File: config.mk
export PLATFORM = sky130hd
export DESIGN_NAME = i2c_slave_byte_engine
export DESIGN_NICKNAME = d
export VERILOG_FILES = /design/src/rtl/i2c_slave_byte_engine.sv
export SDC_FILE = /design/constraint.sdc
export NUM_CORES = 1
export LEC_CHECK = 0
export ABC_AREA = 1
export BUFFER_PORTS_ARGS = -buffer_cell sky130_fd_sc_hd__buf_2
export CORE_MARGIN = 2
export CORE_UTILIZATION = 48
export CTS_CLUSTER_DIAMETER = 150
export DETAILED_ROUTE_END_ITERATION = 7
export PLACE_DENSITY_LB_ADDON = 0.08
export SLEW_MARGIN = 20
export SYNTH_ARGS = -nofsm -noshare
export SYNTH_HDL_FRONTEND = slang
export SYNTH_SLANG_ARGS = --single-unit
File: constraint.sdc
create_clock -name pclk -period 2.9 [get_ports pclk]
set_input_delay 0.435 -clock pclk [delete_from_list [all_inputs] [get_ports pclk]]
set_output_delay 0.435 -clock pclk [all_outputs]
set_load 0.005 [all_outputs]
File: src/rtl/i2c_slave_byte_engine.sv
// rtl/i2c_slave_byte_engine.sv - I2C slave byte engine: address match, ACK, byte write/read
//
// Ports:
//   pclk        system clock, all logic on rising edge
//   areset      synchronous active-low reset
//   slave_addr  own address, sampled when the address byte completes
//   scl_i/sda_i raw asynchronous bus inputs
//   sda_oe      1 = pull SDA low (open drain)
//   rx_data     last byte written by the master; rx_valid one-cycle strobe
//   tx_data     byte returned on a master read; tx_valid says it is available
//   tx_ready    one-cycle strobe when tx_data is consumed
//   read_write  R/W bit of the current transfer (1 = READ)
//   busy        high from START until STOP
module i2c_slave_byte_engine #(
    parameter int SLAVE_ADDRESS_WIDTH = 7,
    parameter int DATA_WIDTH          = 8,
    parameter int MSB_FIRST           = 1
) (
    input  logic                           pclk,
    input  logic                           areset,
    input  logic [SLAVE_ADDRESS_WIDTH-1:0] slave_addr,
    input  logic                           scl_i,
    input  logic                           sda_i,
    output logic                           sda_oe,
    output logic [DATA_WIDTH-1:0]          rx_data,
    output logic                           rx_valid,
    input  logic [DATA_WIDTH-1:0]          tx_data,
    input  logic                           tx_valid,
    output logic                           tx_ready,
    output logic                           read_write,
    output logic                           busy
);
    localparam int AW = SLAVE_ADDRESS_WIDTH;
    localparam int DW = DATA_WIDTH;
    localparam int SW = (AW + 1 > DW) ? AW + 1 : DW;
    localparam int CW = $clog2(SW + 2);
    localparam logic [CW-1:0] ADDR_LAST = CW'(AW);
    localparam logic [CW-1:0] DATA_LAST = CW'(DW - 1);

    typedef enum logic [2:0] {
        IDLE, ADDR, ADDR_ACK, WR_DATA, WR_ACK, RD_DATA, RD_ACK, WAIT_STOP
    } state_t;

    state_t          state, state_n;
    logic [CW-1:0]   bit_cnt, cnt_n;
    logic [SW-1:0]   shreg, sh_n;
    logic            oe_n, rxv_n, txr_n, rw_n, busy_n;
    logic [DW-1:0]   rxd_n;

    logic scl_s1, scl_s2, scl_h, sda_s1, sda_s2, sda_h;
    logic scl_rise, scl_fall, start_det, stop_det;

    logic [SW-1:0]   addr_shift;
    logic            addr_match;
    logic [DW-1:0]   data_in, tx_load, rd_shift;
    logic            tx_first, rd_next;

    always_comb begin
        scl_rise  = scl_s2 & ~scl_h;
        scl_fall  = ~scl_s2 & scl_h;
        start_det = ~sda_s2 & sda_h & scl_s2;
        stop_det  = sda_s2 & ~sda_h & scl_s2;

        // Address is always MSB first with R/W as the final bit.
        addr_shift = {shreg[SW-2:0], sda_s2};
        addr_match = (addr_shift[AW:1] == slave_addr);

        data_in  = (MSB_FIRST != 0) ? {shreg[DW-2:0], sda_s2} : {sda_s2, shreg[DW-1:1]};
        // No data offered: return all ones so the bus simply floats high.
        tx_load  = tx_valid ? tx_data : '1;
        tx_first = (MSB_FIRST != 0) ? tx_load[DW-1] : tx_load[0];
        rd_shift = (MSB_FIRST != 0) ? {shreg[DW-2:0], 1'b1} : {1'b1, shreg[DW-1:1]};
        rd_next  = (MSB_FIRST != 0) ? rd_shift[DW-1] : rd_shift[0];
    end

    always_comb begin
        state_n = state;
        cnt_n   = bit_cnt;
        sh_n    = shreg;
        oe_n    = sda_oe;
        rxd_n   = rx_data;
        rxv_n   = 1'b0;
        txr_n   = 1'b0;
        rw_n    = read_write;
        busy_n  = busy;

        // Bus conditions take priority over any data-edge work in the same cycle.
        if (stop_det) begin
            state_n = IDLE;
            cnt_n   = '0;
            oe_n    = 1'b0;
            busy_n  = 1'b0;
        end else if (start_det) begin
            state_n = ADDR;
            cnt_n   = '0;
            oe_n    = 1'b0;
            busy_n  = 1'b1;
        end else begin
            case (state)
                ADDR: if (scl_rise) begin
                    sh_n = addr_shift;
                    if (bit_cnt == ADDR_LAST) begin
                        cnt_n = '0;
                        if (addr_match) begin
                            state_n = ADDR_ACK;
                            rw_n    = addr_shift[0];
                        end else begin
                            state_n = WAIT_STOP;
                        end
                    end else begin
                        cnt_n = bit_cnt + CW'(1);
                    end
                end
                // First SCL fall asserts the ACK, the second one releases it.
                ADDR_ACK, WR_ACK: if (scl_fall) begin
                    if (!sda_oe) begin
                        oe_n = 1'b1;
                    end else begin
                        oe_n  = 1'b0;
                        cnt_n = '0;
                        if (state == WR_ACK || !read_write) begin
                            state_n = WR_DATA;
                        end else begin
                            state_n         = RD_DATA;
                            txr_n           = 1'b1;
                            sh_n[DW-1:0]    = tx_load;
                            oe_n            = ~tx_first;
                        end
                    end
                end
                WR_DATA: if (scl_rise) begin
                    sh_n[DW-1:0] = data_in;
                    if (bit_cnt == DATA_LAST) begin
                        rxd_n   = data_in;
                        rxv_n   = 1'b1;
                        cnt_n   = '0;
                        state_n = WR_ACK;
                    end else begin
                        cnt_n = bit_cnt + CW'(1);
                    end
                end
                RD_DATA: if (scl_fall) begin
                    if (bit_cnt == DATA_LAST) begin
                        oe_n    = 1'b0;
                        cnt_n   = '0;
                        state_n = RD_ACK;
                    end else begin
                        cnt_n        = bit_cnt + CW'(1);
                        sh_n[DW-1:0] = rd_shift;
                        oe_n         = ~rd_next;
                    end
                end
                // bit_cnt == 1 marks that the master ACKed on the preceding rise.
                RD_ACK: begin
                    if (scl_rise) begin
                        if (sda_s2) state_n = WAIT_STOP;
                        else        cnt_n   = CW'(1);
                    end else if (scl_fall && bit_cnt == CW'(1)) begin
                        state_n      = RD_DATA;
                        cnt_n        = '0;
                        txr_n        = 1'b1;
                        sh_n[DW-1:0] = tx_load;
                        oe_n         = ~tx_first;
                    end
                end
                default: ;
            endcase
        end
    end

    always_ff @(posedge pclk) begin
        if (!areset) begin
            scl_s1     <= 1'b1;
            scl_s2     <= 1'b1;
            scl_h      <= 1'b1;
            sda_s1     <= 1'b1;
            sda_s2     <= 1'b1;
            sda_h      <= 1'b1;
            state      <= IDLE;
            bit_cnt    <= '0;
            shreg      <= '0;
            sda_oe     <= 1'b0;
            rx_data    <= '0;
            rx_valid   <= 1'b0;
            tx_ready   <= 1'b0;
            read_write <= 1'b0;
            busy       <= 1'b0;
        end else begin
            scl_s1     <= scl_i;
            scl_s2     <= scl_s1;
            scl_h      <= scl_s2;
            sda_s1     <= sda_i;
            sda_s2     <= sda_s1;
            sda_h      <= sda_s2;
            state      <= state_n;
            bit_cnt    <= cnt_n;
            shreg      <= sh_n;
            sda_oe     <= oe_n;
            rx_data    <= rxd_n;
            rx_valid   <= rxv_n;
            tx_ready   <= txr_n;
            read_write <= rw_n;
            busy       <= busy_n;
        end
    end
endmodule

Yosys cells after proc, flatten, opt, wreduce, memory -nomap -nowiden:

Index checks and enable logic that the tools add are counted.

* bits in registers: 33
* bits in latches: 0
* memories: 0
* ROM bits: 0
* RAM bits: 0
* word-level logic and storage cells: 137

* multipliers: 0
* shifts and indexed selects: 0
* add/sub/neg operators: 1
* muxes and demuxes: 49
* bitwise logic cells: 17
* reduce and logical (&&, ||, !) cells: 19
* magnitude comparators: 0
* equality and inequality tests: 35
* div/mod/pow operators: 0

Operator list (count)
* two-way mux 7 bit: 8
* two-way mux 3 bit: 13
* != test 3 bit (second input constant): 11
* AND reduction 11 bit: 3
* two-way mux 4 bit: 8
* one-hot mux 7 bit (4 select lines): 1
* != test 2 bit (second input constant): 12
* one-hot mux 4 bit (4 select lines): 1
* one-hot mux 3 bit (5 select lines): 1
* two-way mux 1 bit: 14
* NOT 1 bit: 11
* AND reduction 5 bit: 2
* equality test 3 bit (second input constant): 3
* two-way mux 8 bit: 1
* != test 4 bit (second input constant): 2
* equality test 7 bit: 1
* AND reduction 7 bit: 1
* AND 1 bit: 6
* equality test 3 x 2 -> 1 bit (second input constant): 2
* AND reduction 6 bit: 1
* nonzero test 6 bit: 1
* OR reduction 2 bit: 3
* nonzero test 5 bit: 1
* OR reduction 5 bit: 1
* other kinds (13): 13

Logic depth before layout (Yosys ltp):

* depth in word-level cells: 7
* gate-level depth with buffers: 12
* gate-level depth less buffers: 12

Worst setup path after synthesis:

No wires, ideal clock.

* kind: register -> register
* from: reg bit_cnt[0]
* to: reg rx_data[3]
* period minus slack after synthesis: 1484 ps
* setup time: 66 ps
* stages on the path, launching flop included: 7
* buffers on the path: 1
* arrival time: 1418 ps
* path slack: 1416 ps
* cells stage by stage: dfxtp_1 -> ha_1 -> nand3_1 -> nor4_4 -> buf_6 -> o21ai_2 -> a21oi_2

* longest elaborated chain between the ends: 2

Ends and longest elaborated chain
* start: declaration: line 45 `logic [CW-1:0] bit_cnt, cnt_n;`
* start signal: assignment: line 196 `bit_cnt <= cnt_n;`
* equality test 4 x 3 -> 1 bit: line 133 `if (bit_cnt == DATA_LAST) begin`
* AND reduction 5 bit (no source line)
* end signal: assignment: line 199 `rx_data <= rxd_n;`
* end: declaration: line 25 `output logic [DATA_WIDTH-1:0] rx_data,`

No other way between the ends.
A chain may end at the register's enable or synchronous reset.

Worst setup path after layout:

* from: reg bit_cnt[0]
* to: reg rx_data[4]

The elaborated chain is that of the path after synthesis.

==> results summary <==
The worst setup path is captured at a register. The standard cell area after detailed placement is 1979 sq um. The core region is 3606 sq um. For this run, the detailed router's first-pass iteration total came to 4.

The fraction of power spent switching nets is 37.59%. The total internal power came out at 0.9280 mW. The count of inserted antenna diode cells came out at 0. The run finished with clean final reports. The final number of setup-violating endpoints came out at 0.

After detailed routing, the number of remaining DRC violations is 0. Clock tree synthesis inserted a total of 5 buffers. The leakage power of the design came out at 0.9881 nW. The biggest area contributor in the post-synthesis netlist is dfxtp_1. The TritonCTS clock tree is yes. The clock power share is 30.0%.

The layout filler cell count came out at 379. The power spent charging and discharging nets is 0.5588 mW. The summed negative setup slack over all endpoints is 0 ns. The area growth from synthesis to layout came out at 17.47%. The sum of internal, switching and leakage power is 1.487 mW. The total overflow reported by the global router is 0. Along the worst path, the maximum fanout reaches 17.

The share of the yosys chip area belonging to registers is 37.05%. In this run, the combinational gates consume 32.1% of the power. The post-placement cell count is 347. The path type of the worst min-delay path is input port to register.

By area, the combinational part of the netlist is dominated by simple AND/OR/NAND/NOR gates. The total half-perimeter wirelength after legalization and detailed placement is 3106 um. The worst path uses 67.65% of the clock period.

The post-synthesis instance area is 1783 sq um. During placement, the flow inserted port buffers numbering 32. The height of the chip is 64.95 um.

The post-route standard cell area excluding fillers is 2095 sq um. The buffers inserted during post-CTS setup optimization came out at 0. The number of clock sinks seen by CTS is 33. Setup repair after global routing left no endpoint under its margin.

In this run the power density over the cells is 709.9 nW/um^2. The post-detailed-route wirelength per cell came out at 11.43 um. The fraction of synthesized cell area taken by the top area cell type is 37.05%.

The multiplexer fraction of the synthesized cell area is 0%. The placement row count came out at 22. Clock-pin slew was measured on the worst setup and hold paths at 0.08 ns. In the global route stage, overall resource usage came out at 21.66%.

The final cell count without fillers came out at 355. The top cell types in the final layout, fill and taps aside, are nor2_1, nand2_1, inv_1, o21ai_0, dfxtp_1. The initial antenna violation count is 0. The required time of the worst setup path came out at 3.12 ns. The clock latency reported for the late side of the worst-skew pair is 0.30 ns. The hold-critical path depth came out at 2.

Clock skew on the completed layout was measured at 0.01015 ns. In the synthesized netlist, the number of instances is 270. The type of the worst setup path is register to register.

The time the worst path needs with I/O delays and setup came out at 1.962 ns. The sequential group share of total power is 37.9%. The count of warnings emitted by yosys is 0. The number of pins exceeding their max-slew limit in the final report came out at 0.

Dividing the synthesized area by the synthesized cell count gives 6.604 sq um. Leaving out fill and tap cells, the most frequent cell in the layout is nor2_1. For this configuration, the core starts out at a cell density of 49.44%. Of the cells placed in the final design, the portion with a size suffix greater than 1 is 21.82%. The number of distinct library cell variants in the gate-level netlist after synthesis is 29. The worst vdd rail ir drop is 287.6 uV.

The maximum root-to-sink buffer count came out at 2. The first global-routing pass estimated 7031 um of wire. The kind of start point of the critical path is a register. The largest net degree at the start of global routing is 19. The weighted congestion at the end of routability-driven global placement came out at 1.046.

Summing the areas of all xor and xnor instances in the mapped netlist gives 0.4912% of the synthesized area. The transition time of the tightest slew-check pin came out at 0.7750 ns. Once detail routing completed, the nets flagged for antenna violations numbered 0. The die span in x is 64.95 um. The post-cts sizing count is 0. The H-tree was split into 2 levels.

The count of final hold-check violations was 0. The number of cells traversed by the worst register-to-register path came out at 5. The number of hold buffers added after CTS was 0. Data on the critical path arrives at its endpoint at 2.18 ns. By area the synthesized netlist is led by dfxtp_1, nor2_1, nand2_1, o21ai_0, inv_1. Summing the areas of all fa, ha and maj instances in the mapped netlist gives 1.404% of the synthesized area.

When the netlist entered floorplanning its net count stood at 292. The maximum clock rate is 509.8 MHz. Using the TritonRoute via totals, the vias-per-cell ratio works out to 4.961. The total die area is 4218 sq um. The worst slew margin relative to its limit is 47.95%. The flip-flop and latch count after synthesis came out at 33. The detailed router finished its first iteration with 154 violations. At the end of the flow the core is filled with cells to 58.08%.

The total wire length after detailed routing came out at 4056 um. In the final design database the tool counted 328 nets. The compound-gate portion of the synthesized area came out at 16.77%. The worst reg-to-reg setup slack came out at 0.94 ns.

The count of maximum capacitance violations came out at 0. Of the total synthesized cell area, the portion taken by AND, OR, NAND and NOR gates is 34.74%. Clock tree synthesis selected as its root buffer the cell clkbuf_8. In this run the count of I/O pins placed on the die edge is 33. The total via count in the routed design is 1761. The via count of the first global-routing pass came out at 1614.
worst max-delay path, cell delays in order (launching register included):
cell,delay [ns]
dfxtp_1,0.41
ha_1,0.22
nand3_1,0.22
nor4_4,0.72
o21ai_0,0.18
a21oi_1,0.14
cell type report:
type,count,area (sq um),share of cell area (%)
clock inverters,3,46.29,2.210
well taps,48,60.06,2.867
inverters,39,146.4,6.989
repair buffers,32,160.2,7.646
multi-input cells,195,952.2,45.46
clock buffers,5,68.82,3.286
flip-flops and latches,33,660.6,31.54
power by group through the flow:
stage | registers, mW | clock network [mW] | logic, mW
6_report | 0.563 | 0.446 | 0.478
5_1_grt | 0.572 | 0.471 | 0.555
4_1_cts | 0.563 | 0.452 | 0.476
3_5_place_dp | 0.573 | 0 | 0.473
3_3_place_gp | 0.573 | 0 | 0.472
2_1_floorplan | 0.563 | 0 | 0.373
synthesized netlist by cell type:
cell      count
nor2_1       56
nand2_1      48
inv_1        34
o21ai_0      34
dfxtp_1      33
a21oi_1      15
nand3_1       9
nand2_2       6
inv_2         5
or2_2         5
nand3_2       4
ha_1          2
nand2_4       2
nor2_2        2
a211oi_1      1
a21oi_2       1
a31oi_1       1
a32oi_1       1
buf_4         1
buf_6         1
clkbuf_2      1
nand3b_1      1
nor3_1        1
nor4_4        1
o211ai_1      1
o21ai_2       1
o22ai_1       1
or2_0         1
xnor2_1       1
layer usage:
metal  part of all wire, %  vias up  track usage [%]  routed length (um)
li1                      -      927                -                   -
met1                    45      772            27.22                1820
met2                    48       51            35.95                1949
met3                   5.2       11            4.688                 210
met4                   1.9        0            8.511                  76
met5                     0        -                0                   0
state kept, by name (all words and copies together), names as in the netlist, 3 cells and up:
signal	count
rx_data	8
state	3
bit_cnt	4
shreg	7
kinds of logic (layout without fill, tap and decap cells):
logic type,after synthesis,in the layout
XOR/XNOR,1,1
AO/OA/AOI/OAI,56,56
AND/OR/NAND/NOR,136,136
flip-flops,33,33
adder cells (fa/ha/maj),2,2
buffers and inverters,42,79
per-stage QoR:
step | setup slack, ns | hold slack (ns)
6_report | 0.9383 | 0.3247
5_1_grt | 0.7059 | 0.3236
4_1_cts | 0.9510 | 0.3210
3_5_place_dp | 0.9810 | 0.4016
3_3_place_gp | 1.060 | 0.3950
2_1_floorplan | 1.416 | 0.3925
path summary, 6_finish.rpt:
path | startpoint | endpoint
setup / recovery | bit_cnt[0] | rx_data[4]
hold / removal | scl_i | scl_s1
setup reg to reg | bit_cnt[0] | rx_data[4]
hold reg to reg | sda_s1 | sda_s2
No activity file was read; power rests on OpenSTA's default activity.
